**config.mk**
```make
export PLATFORM = sky130hd
export DESIGN_NAME = mul_unit
export DESIGN_NICKNAME = d
export VERILOG_FILES = /design/src/rtl/mul_unit_pkg.sv /design/src/rtl/mul_sign_adjust.sv /design/src/rtl/mul_unit.sv
export SDC_FILE = /design/constraint.sdc
export NUM_CORES = 1
export LEC_CHECK = 0
export CAP_MARGIN = 20
export CORE_MARGIN = 3
export CORE_UTILIZATION = 60
export DETAILED_ROUTE_END_ITERATION = 12
export HOLD_SLACK_MARGIN = 0.05
export PLACE_DENSITY = 0.8
export SYNTH_ARGS = -nofsm -noshare
export SYNTH_HDL_FRONTEND = slang
export SYNTH_SLANG_ARGS = --single-unit
```
**constraint.sdc**
```tcl
create_clock -name clk -period 5.5 [get_ports clk]
set_clock_uncertainty 0.15 [all_clocks]
set_input_delay 1.1 -clock clk [delete_from_list [all_inputs] [get_ports clk]]
set_output_delay 1.1 -clock clk [all_outputs]
set_load 0.01 [all_outputs]
```
**src/rtl/mul_unit_pkg.sv**
```systemverilog
// Shared pipeline definitions for the Execute-stage iterative multiplier.
// Holds the multiplier FSM states, the M-extension multiply funct3 encodings
// and the ResultSrc code that selects the multiplier leg of the writeback mux.
package mul_unit_pkg;

  localparam int unsigned XLEN = 32;

  // Shared with the decoder and the writeback mux.
  localparam logic [2:0] RESULT_SRC_MUL = 3'b100;

  typedef enum logic [1:0] {
    StIdle,
    StRun,
    StDone
  } mul_state_t;

  typedef enum logic [2:0] {
    OpMul    = 3'b000,
    OpMulh   = 3'b001,
    OpMulhsu = 3'b010,
    OpMulhu  = 3'b011
  } mul_op_t;

  // rs1 is signed for MUL, MULH and MULHSU.
  function automatic logic op_a_signed(logic [2:0] funct3);
    return funct3 != 3'b011;
  endfunction

  // rs2 is signed for MUL and MULH only.
  function automatic logic op_b_signed(logic [2:0] funct3);
    return funct3[2:1] == 2'b00;
  endfunction

endpackage

```
**src/rtl/mul_sign_adjust.sv**
```systemverilog
// Conditional two's complement: passes the value through, or negates it when
// negate_i is set. Used for operand magnitudes and for the final product sign.
module mul_sign_adjust #(
  parameter int unsigned WIDTH = 32
) (
  input  logic [WIDTH-1:0] value_i,
  input  logic             negate_i,
  output logic [WIDTH-1:0] value_o
);

  // Negate by invert-and-increment when requested.
  always_comb begin
    value_o = negate_i ? (~value_i + WIDTH'(1)) : value_i;
  end

endmodule

```
**src/rtl/mul_unit.sv**
```systemverilog
// Iterative shift-add multiplier for MUL/MULH/MULHSU/MULHU in the Execute stage.
// Works on operand magnitudes, one multiplier bit per cycle, and applies the
// product sign at the end. busy stalls the pipeline while the unit runs.
// Optional feature: define MUL_EARLY_OUT_EN to leave RUN as soon as the
// remaining multiplier bits are all zero (results are unchanged).
module mul_unit
  import mul_unit_pkg::*;
(
  input  logic            clk,
  input  logic            reset,
  input  logic            start,
  input  logic            flush,
  input  logic [2:0]      funct3,
  input  logic [XLEN-1:0] a,
  input  logic [XLEN-1:0] b,
  output logic            busy,
  output logic            done,
  output logic [XLEN-1:0] result
);

  mul_state_t          state_q, state_d;
  mul_op_t             op_q, op_d;
  logic                neg_q, neg_d;
  logic [2*XLEN-1:0]   mcand_q, mcand_d;
  logic [XLEN-1:0]     mplier_q, mplier_d;
  logic [2*XLEN-1:0]   acc_q, acc_d;
  logic [4:0]          count_q, count_d;
  logic [XLEN-1:0]     result_q, result_d;

  logic                a_neg, b_neg;
  logic [XLEN-1:0]     mag_a, mag_b;
  logic [2*XLEN-1:0]   acc_sum;
  logic [XLEN-1:0]     mplier_shift;
  logic [2*XLEN-1:0]   prod;
  logic                last_step;
  logic                accept;

  assign a_neg = op_a_signed(funct3) & a[XLEN-1];
  assign b_neg = op_b_signed(funct3) & b[XLEN-1];

  mul_sign_adjust #(
    .WIDTH(XLEN)
  ) u_mag_a (
    .value_i  (a),
    .negate_i (a_neg),
    .value_o  (mag_a)
  );

  mul_sign_adjust #(
    .WIDTH(XLEN)
  ) u_mag_b (
    .value_i  (b),
    .negate_i (b_neg),
    .value_o  (mag_b)
  );

  // Product of the current step, sign-corrected, so the result can be
  // registered on the same edge that enters DONE.
  mul_sign_adjust #(
    .WIDTH(2 * XLEN)
  ) u_prod (
    .value_i  (acc_sum),
    .negate_i (neg_q),
    .value_o  (prod)
  );

  // One shift-add step of the datapath and the RUN exit condition.
  always_comb begin
    acc_sum      = mplier_q[0] ? (acc_q + mcand_q) : acc_q;
    mplier_shift = mplier_q >> 1;
`ifdef MUL_EARLY_OUT_EN
    last_step    = (count_q == 5'd31) || (mplier_shift == '0);
`else
    last_step    = (count_q == 5'd31);
`endif
  end

  assign accept = (state_q == StIdle) && start && !flush;

  // Next-state and datapath updates; everything holds unless changed below.
  always_comb begin
    state_d  = state_q;
    op_d     = op_q;
    neg_d    = neg_q;
    mcand_d  = mcand_q;
    mplier_d = mplier_q;
    acc_d    = acc_q;
    count_d  = count_q;
    result_d = result_q;
    unique case (state_q)
      StIdle: begin
        if (accept) begin
          if (funct3[2]) begin
            // Unsupported encoding: complete immediately with zero.
            state_d  = StDone;
            result_d = '0;
          end else begin
            state_d  = StRun;
            op_d     = mul_op_t'(funct3);
            neg_d    = a_neg ^ b_neg;
            mcand_d  = {{XLEN{1'b0}}, mag_a};
            mplier_d = mag_b;
            acc_d    = '0;
            count_d  = '0;
          end
        end
      end
      StRun: begin
        if (flush) begin
          state_d = StIdle;
        end else begin
          acc_d    = acc_sum;
          mcand_d  = mcand_q << 1;
          mplier_d = mplier_shift;
          count_d  = count_q + 5'd1;
          if (last_step) begin
            state_d  = StDone;
            result_d = (op_q == OpMul) ? prod[XLEN-1:0] : prod[2*XLEN-1:XLEN];
          end
        end
      end
      StDone: begin
        state_d = StIdle;
      end
      default: begin
        state_d = StIdle;
      end
    endcase
  end

  // State registers with synchronous active-high reset.
  always_ff @(posedge clk) begin
    if (reset) begin
      state_q  <= StIdle;
      op_q     <= OpMul;
      neg_q    <= 1'b0;
      mcand_q  <= '0;
      mplier_q <= '0;
      acc_q    <= '0;
      count_q  <= '0;
      result_q <= '0;
    end else begin
      state_q  <= state_d;
      op_q     <= op_d;
      neg_q    <= neg_d;
      mcand_q  <= mcand_d;
      mplier_q <= mplier_d;
      acc_q    <= acc_d;
      count_q  <= count_d;
      result_q <= result_d;
    end
  end

  // Stall request and completion pulse; a flush in DONE suppresses the pulse.
  always_comb begin
    busy   = !reset && (accept || (state_q == StRun));
    done   = !reset && !flush && (state_q == StDone);
    result = result_q;
  end

endmodule
```
==> results.sh <==
export IMPL_setup_viol=0
export IMPL_start_kind="flop"
export IMPL_grt_pass1_wl_um=91700
export IMPL_drv_cap=0
export IMPL_p_switching_mw=1.09
export IMPL_r2r_worst_path_cells=16
export IMPL_areaGrowthSynthToFinish_pct=13.3
export IMPL_synth_top_area_share_pct=24.9
export IMPL_powerDensity_mw_per_mm2=213
export IMPL_outcome="completed"
export IMPL_setup_worst_path_end="result[22]"
export IMPL_p_seq_share_pct=38.7
export IMPL_reg2reg_to="result[22]"
export IMPL_clock_path_buffers=3
export IMPL_cts_buffers=24
export IMPL_tns_ns=0
export IMPL_criticalPathCategory="flop to flop"
export IMPL_synth_nets=2451
export IMPL_slowest_delay_ns=0.58
export IMPL_numPortBuffers=104
export IMPL_die_w_um=171
export IMPL_synth_top_cells_by_count="nor2_1 (309), a21oi_1 (271), nand2_1 (264)"
export IMPL_die_h_um=171
export IMPL_finalPower_mw=3.92
export IMPL_dr_first_iter_drc_count=2483
export IMPL_max_freq_mhz=189
export IMPL_crit_arrival_ns=5.58
export IMPL_final_nets=2468
export IMPL_critPathMaxFanout=8
export IMPL_clkTransAtPathRegs_ns=0.07
export IMPL_synth_seq_area_share_pct=24.9
export IMPL_yosysWarningCount=0
export IMPL_p_int_mw=2.83
export IMPL_cp_depth=16
export IMPL_place_gp_congestion=1.05
export IMPL_first_pass_iters=6
export IMPL_yosys_register_bits=202
export IMPL_slew_violations=0
export IMPL_ys_types=92
export IMPL_cts_setup_buffers=0
export IMPL_crit_required_ns=5.81
export IMPL_rrSetupSlack_ns=0.22
export IMPL_initial_core_util_pct=61.7
export IMPL_slew_headroom_pct=28.4
export IMPL_yosysMostFrequentCell="nor2_1"
export IMPL_synth_edf_count=0
export IMPL_drive_gt1_share_pct=6.65
export IMPL_crit_slowest_cell="or4_4"
export IMPL_synthTopCellsByArea="dfxtp_1 (25%), a21oi_1 (8.3%), nor2_1 (7.1%)"
export IMPL_crit_family="compound AO/OA/AOI/OAI gates"
export IMPL_postSynthCellCount=2311
export IMPL_wire_per_inst_um=22.1
export IMPL_yosysTopAreaCell="dfxtp_1"
export IMPL_p_leak_nw=6.83
export IMPL_wirelength_um=59200
export IMPL_startpoint="mcand_q[0]"
export IMPL_syn_area_per_cell_um2=7.04
export IMPL_antenna_left=0
export IMPL_postLayoutCoreUtil_pct=69.9
export IMPL_async_reset_ff_share_pct=0
export IMPL_switching_share_pct=27.9
export IMPL_vias=18566
export IMPL_dp_cells=2637
export IMPL_hold_class="flop to flop"
export IMPL_dp_hpwl_um=43700
export IMPL_ys_flop_type="dfxtp_1"
export IMPL_clock_latency_ns=0.55
export IMPL_grt_usage_pct=38.9
export IMPL_power_frac_clock_pct=47.1
export IMPL_layout_min_cycle_time_ns=5.28
export IMPL_antenna_found_initial=0
export IMPL_cts_tree="done"
export IMPL_stdcell_count=2682
export IMPL_drc_errors=0
export IMPL_cp_end_kind="flop"
export IMPL_worstReg2RegStart="mcand_q[0]"
export IMPL_hold_buffers=0
export IMPL_power_frac_comb_pct=14.2
export IMPL_via_per_inst=6.92
export IMPL_hold_viol_final=0
export IMPL_critical_path_buf_inv_count=1
export IMPL_core_area_mm2=0.0264
export IMPL_cts_resized=0
export IMPL_grt_pass1_vias=16837
export IMPL_ios=105
export IMPL_grt_start_max_net_pins=119
export IMPL_clock_sinks=202
export IMPL_peakVddDrop_v=0.000233
export IMPL_worstPathCellList="ha_1 > inv_1 > fa_1 > nor2b_4 > o31a_4 > a221oi_2 > o22ai_1 > or2_0 > a211oi_2 > and3b_1 > a21boi_1 > nand2_1 > or4_4 > nor3_1 > mux2_2 > o21ai_0"
export IMPL_clockRootBuffer="clkbuf_16"
export IMPL_tightest_slew_ns=1.07
export IMPL_die_area_mm2=0.0291
export IMPL_fp_row_count=59
export IMPL_rsz0062_at_grt="false"
export IMPL_grt_overflow=0
export IMPL_period_share_pct=96.0
export IMPL_syn_cell_area_mm2=0.0163
export IMPL_htree_levels=1
[cell families (layout without fill, tap and decap cells)]
family | Yosys count | count (layout) | share of synthesized area, %
other | 0 | 1 | 0
and+or+nand+nor | 924 | 924 | 26.2
xor gates and xnor gates | 119 | 119 | 6.41
adders and majority gates | 69 | 69 | 5.35
buffers and inverters | 197 | 232 | 4.59
muxes | 32 | 32 | 2.08
DFF | 202 | 202 | 24.9
AOI/OAI and AO/OA | 768 | 768 | 30.5
[power groups by stage]
stage,clock network [mW],registers [mW],logic (mW)
2_1_floorplan,0,1.54,0.351
3_3_place_gp,0,1.55,0.523
3_5_place_dp,0,1.55,0.533
4_1_cts,1.85,1.52,0.539
5_1_grt,1.90,1.52,0.595
6_report,1.85,1.52,0.555
[routing by layer]
metal	wire length, µm	global-route usage, %	up-vias	part of all wire (%)
met5	0	0	-	0
met4	3160	17.5	0	5.3
met3	6130	6.61	236	10
met2	26200	62.2	1150	44
met1	23700	51.7	8657	40
li1	-	-	8523	-
[worst reg2reg max path, cell delays in order, from the launching register on]
cell and delay [ns]:
dfxtp_1 0.33, ha_1 0.25, inv_1 0.08, fa_1 0.23, nor2b_4 0.06, o31a_4 0.33
a221oi_2 0.47, o22ai_1 0.29, or2_0 0.39, a211oi_2 0.43, and3b_1 0.33, a21boi_1 0.30
nand2_1 0.17, or4_4 0.58, nor3_1 0.29, mux2_2 0.37, o21ai_0 0.13
[flip-flops by register name, indices dropped and copies added, names as in the netlist]
name and flops:
acc_q 64, count_q 5, mcand_q 64, mplier_q 32, neg_q 1, op_q 2, result 32, state_q 2
[worst min-delay path by stage]
stage / startpoint / depth (start not counted) / slack [ns] / to
global route: result[7] / 2 / 0.32 / result[7]
floorplan: mplier_q[1] / 2 / 0.28 / mplier_q[1]
detailed placement: result[7] / 2 / 0.29 / result[7]
global placement: mplier_q[1] / 2 / 0.29 / mplier_q[1]
CTS: result[7] / 2 / 0.30 / result[7]
finish: result[7] / 2 / 0.31 / result[7]
[placed cells by master, fill, tap and decap left out, types with 7 or more instances in the layout]
cell type and n:
nand2_1 264, ha_1 68, or4_1 11, a21oi_1 270, o41ai_1 7, nand2b_1 17, nand4_1 34, o21a_1 24
a211oi_1 64, or2_2 8, nor4_1 20, clkdlybuf4s50_1 103, mux2_2 15, nor2_1 307, a31oi_1 49, nand3_1 106
o211ai_1 18, buf_4 40, nor3_1 62, a211o_1 8, xor2_1 64, and3_1 17, mux2i_1 17, inv_1 41
o21ai_0 131, a221oi_1 10, xnor2_1 55, nand3b_1 7, o31ai_1 32, a311oi_1 12, dfxtp_1 200, a22oi_1 19
a21boi_0 9, or3_1 21, a21o_1 22, clkbuf_16 25, o21ai_1 7
[final cells by class]
type / count / area, µm²
Multi-Input combinational cell: 1912 / 11500
Fill cell: 2269 / 7920
Sequential cell: 202 / 4050
Timing Repair Buffer: 146 / 1380
Clock buffer: 27 / 643
Tap cell: 335 / 419
Clock inverter: 17 / 258
Inverter: 42 / 158
Antenna cell: 1 / 2.50
[metrics by stage]
stage | worst slack (ns) | area [µm²] | hold slack, ns
after global placement | 0.495 | 17500 | 0.288
after global routing | 0.00856 | 18400 | 0.320
final | 0.221 | 18400 | 0.307
after floorplan | 0.997 | 16300 | 0.282
after detailed placement | 0.309 | 17500 | 0.288
after CTS | 0.265 | 18400 | 0.305
No activity file was read; power rests on OpenSTA's default activity.
